File: src/rtl/logic_result_stage.sv
// Registered two-entry output stage behind the 32-bit logic unit: buffers each
// result with its select code and precomputed status flags behind valid/ready handshakes.
module logic_result_stage #(
  parameter int WIDTH = 32,
  parameter int CNT_W = 16
) (
  input  logic             clk,
  input  logic             rst,
  input  logic             in_valid,
  output logic             in_ready,
  input  logic [WIDTH-1:0] in_r,
  input  logic [1:0]       in_sel,
  output logic             out_valid,
  input  logic             out_ready,
  output logic [WIDTH-1:0] out_r,
  output logic [1:0]       out_sel,
  output logic             out_zero,
  output logic             out_neg,
  output logic             out_parity,
  output logic             out_illegal,
  output logic             illegal_seen,
  output logic [CNT_W-1:0] op_count
);

  // Handshake: a transfer happens on a rising edge where valid && ready on the
  // same side; valid never waits on ready, and ready never looks at out_ready.

  // Entry layout: {result, sel, zero, neg, parity, illegal}
  localparam int EW = WIDTH + 6;

  typedef enum logic [1:0] {
    EMPTY = 2'd0,
    ONE   = 2'd1,
    FULL  = 2'd2
  } state_t;

  state_t        state, state_nxt;
  logic [EW-1:0] head_q, tail_q, in_entry;
  logic          push, pop;
  logic          load_head_in, load_tail_in, load_head_tail, clear_head;

  assign in_entry  = {in_r, in_sel, (in_r == '0), in_r[WIDTH-1], ^in_r, (in_sel == 2'b11)};
  assign in_ready  = (state != FULL) && !rst;
  assign out_valid = (state != EMPTY);
  assign push      = in_valid && in_ready;
  assign pop       = out_valid && out_ready;

  always_ff @(posedge clk) begin
    if (rst) state <= EMPTY;
    else     state <= state_nxt;
  end

  always_comb begin
    state_nxt      = state;
    load_head_in   = 1'b0;
    load_tail_in   = 1'b0;
    load_head_tail = 1'b0;
    clear_head     = 1'b0;
    case (state)
      EMPTY: begin
        if (push) begin
          load_head_in = 1'b1;
          state_nxt    = ONE;
        end
      end
      ONE: begin
        // With push and pop together the incoming entry replaces the departing head.
        if (push && pop) begin
          load_head_in = 1'b1;
        end else if (push) begin
          load_tail_in = 1'b1;
          state_nxt    = FULL;
        end else if (pop) begin
          clear_head = 1'b1;
          state_nxt  = EMPTY;
        end
      end
      FULL: begin
        if (pop) begin
          load_head_tail = 1'b1;
          state_nxt      = ONE;
        end
      end
      default: state_nxt = EMPTY;
    endcase
  end

  always_ff @(posedge clk) begin
    if (rst) begin
      head_q       <= '0;
      tail_q       <= '0;
      illegal_seen <= 1'b0;
      op_count     <= '0;
    end else begin
      if (load_head_in)        head_q <= in_entry;
      else if (load_head_tail) head_q <= tail_q;
      else if (clear_head)     head_q <= '0;
      if (load_tail_in)        tail_q <= in_entry;
      if (push && (in_sel == 2'b11)) illegal_seen <= 1'b1;
      if (pop) op_count <= op_count + CNT_W'(1);
    end
  end

  assign out_r       = head_q[EW-1:6];
  assign out_sel     = head_q[5:4];
  assign out_zero    = head_q[3];
  assign out_neg     = head_q[2];
  assign out_parity  = head_q[1];
  assign out_illegal = head_q[0];

endmodule
File: config.mk
export PLATFORM = sky130hd
export DESIGN_NAME = logic_result_stage
export DESIGN_NICKNAME = d
export VERILOG_FILES = /design/src/rtl/logic_result_stage.sv
export SDC_FILE = /design/constraint.sdc
export NUM_CORES = 1
export LEC_CHECK = 0
export ABC_AREA = 1
export ABC_CLOCK_PERIOD_IN_PS = 1700
export CAP_MARGIN = 40
export CORE_MARGIN = 10
export CORE_UTILIZATION = 57
export DETAILED_ROUTE_END_ITERATION = 10
export DONT_BUFFER_PORTS = 1
export HOLD_SLACK_MARGIN = 0.15
export PLACE_DENSITY = 0.76
export SETUP_SLACK_MARGIN = 0.15
export SLEW_MARGIN = 5
export SYNTH_ARGS = -nofsm -noshare
export SYNTH_HDL_FRONTEND = slang
export SYNTH_SLANG_ARGS = --single-unit
File: constraint.sdc
create_clock -name clk -period 1.7 [get_ports clk]
set_input_delay 0.34 -clock clk [delete_from_list [all_inputs] [get_ports clk]]
set_output_delay 0.34 -clock clk [all_outputs]
set_load 0.005 [all_outputs]
==> qor.yml, run 1 <==
floorplan:
  row_count: 32
  ioPinCount: 95
  initial_core_util: 0.595
  die_h_um: 110
  core_area_um2: 7810
  chipWidth_um: 110
  die_area_um2: 12200
outcome:
  status: "completed"
sta:
  finalSetupTns_ns: 0
  fmaxAchievable_mhz: 617
  period_minus_slack_ns: 1.62
  whs_ns: 0.154
  clock_skew_ns: 0.0120
  finalSetupViolCount: 0
  rsz0062_at_grt: "true"
  slew_headroom: 0.743
  slew_violations: 0
  timing_hold_violations_final: 0
  fin_crit_sh: 0.953
  worstMarginPinSlew_ns: 0.384
finish:
  antenna_cells: 0
  multiInputGateArea_um2: 2310
  utilization: 0.746
  area_delta_synth_final_pct: 25.4
  nFillCells: 626
  drive_gt1_frac: 0.142
  fin_nets: 783
  regArea_um2: 1870
  final_common_cell: "nand2_1"
  final_cell_mix: "nand2_1 (211), inv_1 (101), dfxtp_1 (90)"
  fin_cells: 835
clock_tree:
  cts_tree: "built"
  numClockSinks: 93
  clockRootBuffer: "clkbuf_8"
  cts_max_path_buffers: 2
  cts_buffers: 9
  clkTransAtPathRegs_ns: 0.10
  cts-htree-levels: 3
  clk_latency_ns: 0.36
yosys:
  yosysTopAreaCell: "dfxtp_1"
  synth-edff-count: 0
  ys.flop_type: "dfxtp_1"
  synth.area.top_cells: "dfxtp_1 (40%), nand2_1 (18%), inv_1 (8.3%), a21oi_1 (5.3%), o21ai_0 (4.6%)"
  yosysSeqAreaShare: 0.401
  ys_seq_elements: 93
  synth_top_area_share: 0.401
  yosysUniqueCellTypes: 39
  syn_area_um2: 4640
  syn_inst: 673
  synth_warnings: 0
  async_flop_share: 0
  syn_nets: 728
  avgSynthCellArea_um2: 6.90
worst_setup_path:
  critical_path_class: "flop to flop"
  cp-end-kind: "flop"
  critPathArrivalTime_ns: 1.88
  cp.required_ns: 1.96
  path_max_fanout: 9
  cp-start-kind: "flop"
  reg2reg_depth: 11
  rrSetupSlack_ns: 0.08
drt:
  first_pass_iters: 5
  num_vias: 4522
  drt-initial-drc-count: 257
  drcViolationCount: 0
  ant_nets: 0
  wl_per_cell_um: 16.5
  viasPerCell: 5.42
  wirelength_um: 13800
pwr:
  ir_worst_vdd_v: 0.000498
  total_leakage_power_nw: 2.96
  p_per_area_nw_per_um2: 805
min_path:
  hold_class: "input pin to flop"
  hold_depth: 2
placed_design:
  dpl.hpwl_um: 8060
  gp_congestion: 0.859
  dp_cells: 761
  port_buffers: 0
global_route:
  overflow: 0
  grt_max_degree: 38
  grt_usage: 0.190
  antenna_found_initial: 0
  grt_pass1_wl_um: 18900
  grt_pass1_vias: 4112
run:
  drv_cap: 0
## flip-flops by register name (all words and copies together), names as in the netlist
register / count
head_q: 37
tail_q: 37
op_count: 16
state: 2
illegal_seen: 1
## critical path, stage by stage, from the launching register on
cell	delay (ns)
dfxtp_2	0.35
inv_4	0.09
nor2_4	0.06
nor3_4	0.24
nand3_2	0.19
nand2_8	0.19
buf_12	0.14
inv_16	0.05
nand2_1	0.05
nand3_1	0.06
nand2_1	0.06
inv_1	0.04
## cell usage after synthesis, types with 2 or more instances
library cell	count
nand2_1	219
nand2_2	2
inv_2	3
clkbuf_1	4
nor2_4	2
o21ai_0	43
o21ai_1	2
xnor2_1	4
nor3_1	4
nand3_1	42
xor2_1	4
buf_2	12
buf_4	4
a31oi_1	2
nor3_2	2
ha_1	17
o21a_1	3
buf_6	3
nand4_1	6
o211ai_1	3
dfxtp_1	93
nand2_4	2
inv_1	103
buf_8	3
a21oi_1	49
nor2_2	2
nor2_1	27
inv_4	2
## final cells by class
class	instances	share of cell area
multi-input cells	443	0.396
flip-flops and latches	93	0.320
repair buffers	66	0.139
inverters	110	0.0769
clock buffers	11	0.0243
well taps	102	0.0219
repair inverters	5	0.0112
clock inverters	5	0.0103
## worst paths after layout
path,start,to
hold reg to reg,tail_q[5]$_SDFFE_PP0P_,tail_q[5]$_SDFFE_PP0P_
setup / recovery,state[1]$_SDFFE_PP0P_,head_q[13]$_SDFFE_PP0P_
setup reg to reg,state[1]$_SDFFE_PP0P_,head_q[13]$_SDFFE_PP0P_
hold / removal,in_r[11],tail_q[17]$_SDFFE_PP0P_
## routing by layer
layer,track usage,vias to the layer above,wire length [µm]
li1,-,2212,-
met1,0.212,2116,5270
met2,0.334,178,6980
met3,0.0685,16,1430
met4,0.0532,0,132
met5,0,-,0
## through the flow
stage / setup WS [ns] / instance area [µm²] / power (mW)
after global routing: 0.00735 / 5820 / 4.88
after detailed placement: 0.0274 / 4770 / 2.96
after floorplan: 0.167 / 4670 / 2.84
after global placement: 0.0543 / 4770 / 2.93
after CTS: 0.137 / 5310 / 4.53
final: 0.0793 / 5820 / 4.69
## cell families (layout without fill, tap and decap cells)
family                     Yosys count  after routing  share of synthesized area
buffers and inverters              137            197                      0.131
adders and majority gates           17             17                     0.0458
xor gates and xnor gates             8              8                     0.0151
AOI/OAI and AO/OA                  104            104                      0.118
and+or+nand+nor                    314            314                      0.289
DFF                                 93             93                      0.401
## where the power goes
part           leakage [nW]  switching, mW  total, mW  internal [mW]
registers             0.756         0.0513       2.29           2.24
clock network        0.0995          0.812       1.54          0.725
logic                  2.11          0.495      0.854          0.359
total                  2.96           1.36       4.69           3.33
## repair_timing
action | in CTS | in global routing
cloned | 1 | 11
hold buffers | 26 | 0
endpoints found under the setup margin | 61 | 80
resized for setup | 6 | 62
pin swaps | 4 | 9
setup buffers | 6 | 14
hold endpoints to repair | 31 | 0
(Power assumes the default switching activity.)
==> run 2, diff against run 1 <==
ABC_CLOCK_PERIOD_IN_PS = 2000   (was 1700)
CORE_UTILIZATION = 59   (was 57)
CTS_CLUSTER_DIAMETER = 60   (was unset)
clock period = 2 ns   (was 1.7 ns; I/O delays follow)
==> run 2 against run 1 <==
- sequential power down 15%
- cell count down 7.7%
- first-iteration DRC count down 35%
- critical path type unchanged
- critical endpoint is now head_q[23]$_SDFFE_PP0P_
- largest cell class unchanged
==> qor.yml, run 2 (same netlist as run 1, synthesis figures left out) <==
sta:
  worstMarginPinSlew_ns: 0.436  # +0.0518 ns
  slew_headroom: 0.709  # -0.0337
  fmaxAchievable_mhz: 598  # -3.1%
  clock_skew_ns: 0.0140  # +0.00203 ns
  finalSetupViolCount: 0  # unchanged
  timing_hold_violations_final: 0  # unchanged
  fin_crit_sh: 0.836  # -0.117
  period_minus_slack_ns: 1.67  # +0.0515 ns
  slew_violations: 0  # unchanged
  finalSetupTns_ns: 0  # unchanged
  rsz0062_at_grt: "false"
drt:
  drt-initial-drc-count: 168  # -35%
  wirelength_um: 10400  # -25%
  num_vias: 3931  # -13%
  first_pass_iters: 4  # -1
  drcViolationCount: 0  # unchanged
  wl_per_cell_um: 13.5  # -18%
  viasPerCell: 5.10  # -5.9%
  ant_nets: 0  # unchanged
pwr:
  switchingPower_mw: 1.05  # -23%
  p_per_area_nw_per_um2: 767  # -4.7%
  total_leakage_power_nw: 2.48  # -16%
  switching_share: 0.282  # -0.00778
  seqPwrFrac: 0.524  # +0.034
  ir_worst_vdd_v: 0.000457  # -8.3%
  combPwrFrac: 0.132  # -0.050
  intPower_mw: 2.67  # -20%
  pwr-share-clk: 0.344  # +0.016
clock_tree:
  cts_max_path_buffers: 2  # unchanged
  post_cts_buffers: 0  # -6
  cts_buffers: 9  # unchanged
  numClockSinks: 93  # unchanged
  clockRootBuffer: "clkbuf_8"
  clk_latency_ns: 0.36  # about the same
  cts-htree-levels: 3  # unchanged
  clkTransAtPathRegs_ns: 0.10  # about the same
  cts_tree: "built"
global_route:
  grt_pass1_wl_um: 17200  # -8.8%
  antenna_found_initial: 0  # unchanged
  grt_max_degree: 48  # +26%
  grt_pass1_vias: 3732  # -9.2%
  overflow: 0  # unchanged
  grt_usage: 0.178  # -0.0118
placed_design:
  dpl.hpwl_um: 7460  # -7.5%
  port_buffers: 0  # unchanged
  gp_congestion: 0.816  # -5.0%
  place_area_um2: 4640  # -2.7%
floorplan:
  die_area_um2: 11800  # -2.8%
  core_area_um2: 7690  # -1.5%
  ioPinCount: 95  # unchanged
  chipWidth_um: 109  # -1.4%
  row_count: 32  # unchanged
  initial_core_util: 0.604  # +0.00929
  die_h_um: 109  # -1.4%
finish:
  finalInstanceArea_um2: 4850  # -17%
  multiInputGateArea_um2: 2170  # -5.8%
  reg_top3: "head_q: 37 flops, tail_q: 37 flops, op_count: 16 flops"
  final_common_cell: "nand2_1"
  drive_gt1_frac: 0.0628  # -0.0791
  regArea_um2: 1860  # -0.20%
  area_delta_synth_final_pct: 4.58
  fin_nets: 719  # -8.2%
  antenna_cells: 0  # unchanged
  nFillCells: 701  # +12%
  final_cell_mix: "nand2_1 (219), inv_1 (102), dfxtp_1 (93)"
worst_setup_path:
  critical_path_class: "flop to flop"
  cp.required_ns: 2.31  # +0.35 ns
  cp-start-kind: "flop"
  critical-path-top-delay-family: "simple AND/OR/NAND/NOR gates"
  critPathMaxStageDelay_ns: 0.33  # -0.02 ns
  cpMaxStageDelayCell: "dfxtp_1"
  path_max_fanout: 36  # +27
  crit_path_frequent_cell: "nand2_1"
  crit_buf_inv: 3  # -1
  critPathArrivalTime_ns: 1.98  # +0.10 ns
  cp-end-kind: "flop"
  crit_chain: "clkinv_2 -> nor2_4 -> nor3_4 -> o211ai_2 -> inv_6 -> nand2_1 -> nand3_1 -> nand2_1 -> inv_1"
outcome:
  status: "completed"
min_path:
  hold_class: "input pin to flop"
run:
  drv_cap: 0  # unchanged
-- run 2: worst paths after layout --
kind / from / depth (start not counted) / endpoint / slack (ns)
setup / recovery: state[1]$_SDFFE_PP0P_ / 9 / head_q[23]$_SDFFE_PP0P_ / 0.33
hold reg to reg: tail_q[4]$_SDFFE_PP0P_ / 2 / tail_q[4]$_SDFFE_PP0P_ / 0.46
setup reg to reg: state[1]$_SDFFE_PP0P_ / 9 / head_q[23]$_SDFFE_PP0P_ / 0.33
hold / removal: rst / 2 / op_count[11]$_SDFFE_PP0N_ / 0.18
-- run 2: stage by stage --
step | hold WS (ns) | power (mW) | utilization | cells | setup slack (ns)
after global placement | 0.441 | 2.46 | 0.604 | 754 | 0.261
after CTS | 0.167 | 3.75 | 0.631 | 771 | 0.260
after detailed placement | 0.446 | 2.48 | 0.604 | 754 | 0.226
after floorplan | 0.430 | 2.40 | - | 673 | 0.335
after global routing | 0.166 | 3.93 | 0.632 | 771 | 0.144
final | 0.181 | 3.72 | 0.632 | 771 | 0.328
-- run 2: routing by layer --
layer	share of wire	track usage	vias up
li1	-	-	2078
met1	0.41	0.200	1732
met2	0.48	0.304	102
met3	0.092	0.0637	19
met4	0.016	0.0697	0
met5	0	0	-
-- run 2: layout make-up --
class                      count  share of cell area
tap                          102              0.0263
multi-input combinational    443               0.448
inverter                     110              0.0869
clock buffer                  10              0.0263
sequential                    93               0.384
clock inverter                 6              0.0147
timing repair buffer           7              0.0147
-- run 2: worst register-to-register path, stage by stage, from the launching register on --
cell	delay, ns
dfxtp_1	0.33
clkinv_2	0.11
nor2_4	0.06
nor3_4	0.26
o211ai_2	0.23
inv_6	0.30
nand2_1	0.12
nand3_1	0.10
nand2_1	0.05
inv_1	0.06
-- run 2: power groups by stage --
stage               Clock [mW]  Combinational (mW)  Sequential (mW)
global placement             0               0.471             1.99
global route              1.39               0.576             1.96
detailed placement           0               0.489             1.99
CTS                       1.31               0.496             1.95
finish                    1.28               0.493             1.95
floorplan                    0               0.425             1.98
-- run 2: timing repair --
| item | CTS | global route |
|---|---|---|
| hold buffers | 1 | 0 |
| endpoints found under the hold margin | 6 | 0 |
| gates resized for setup | 0 | 2 |
| setup endpoints to repair | 0 | 36 |
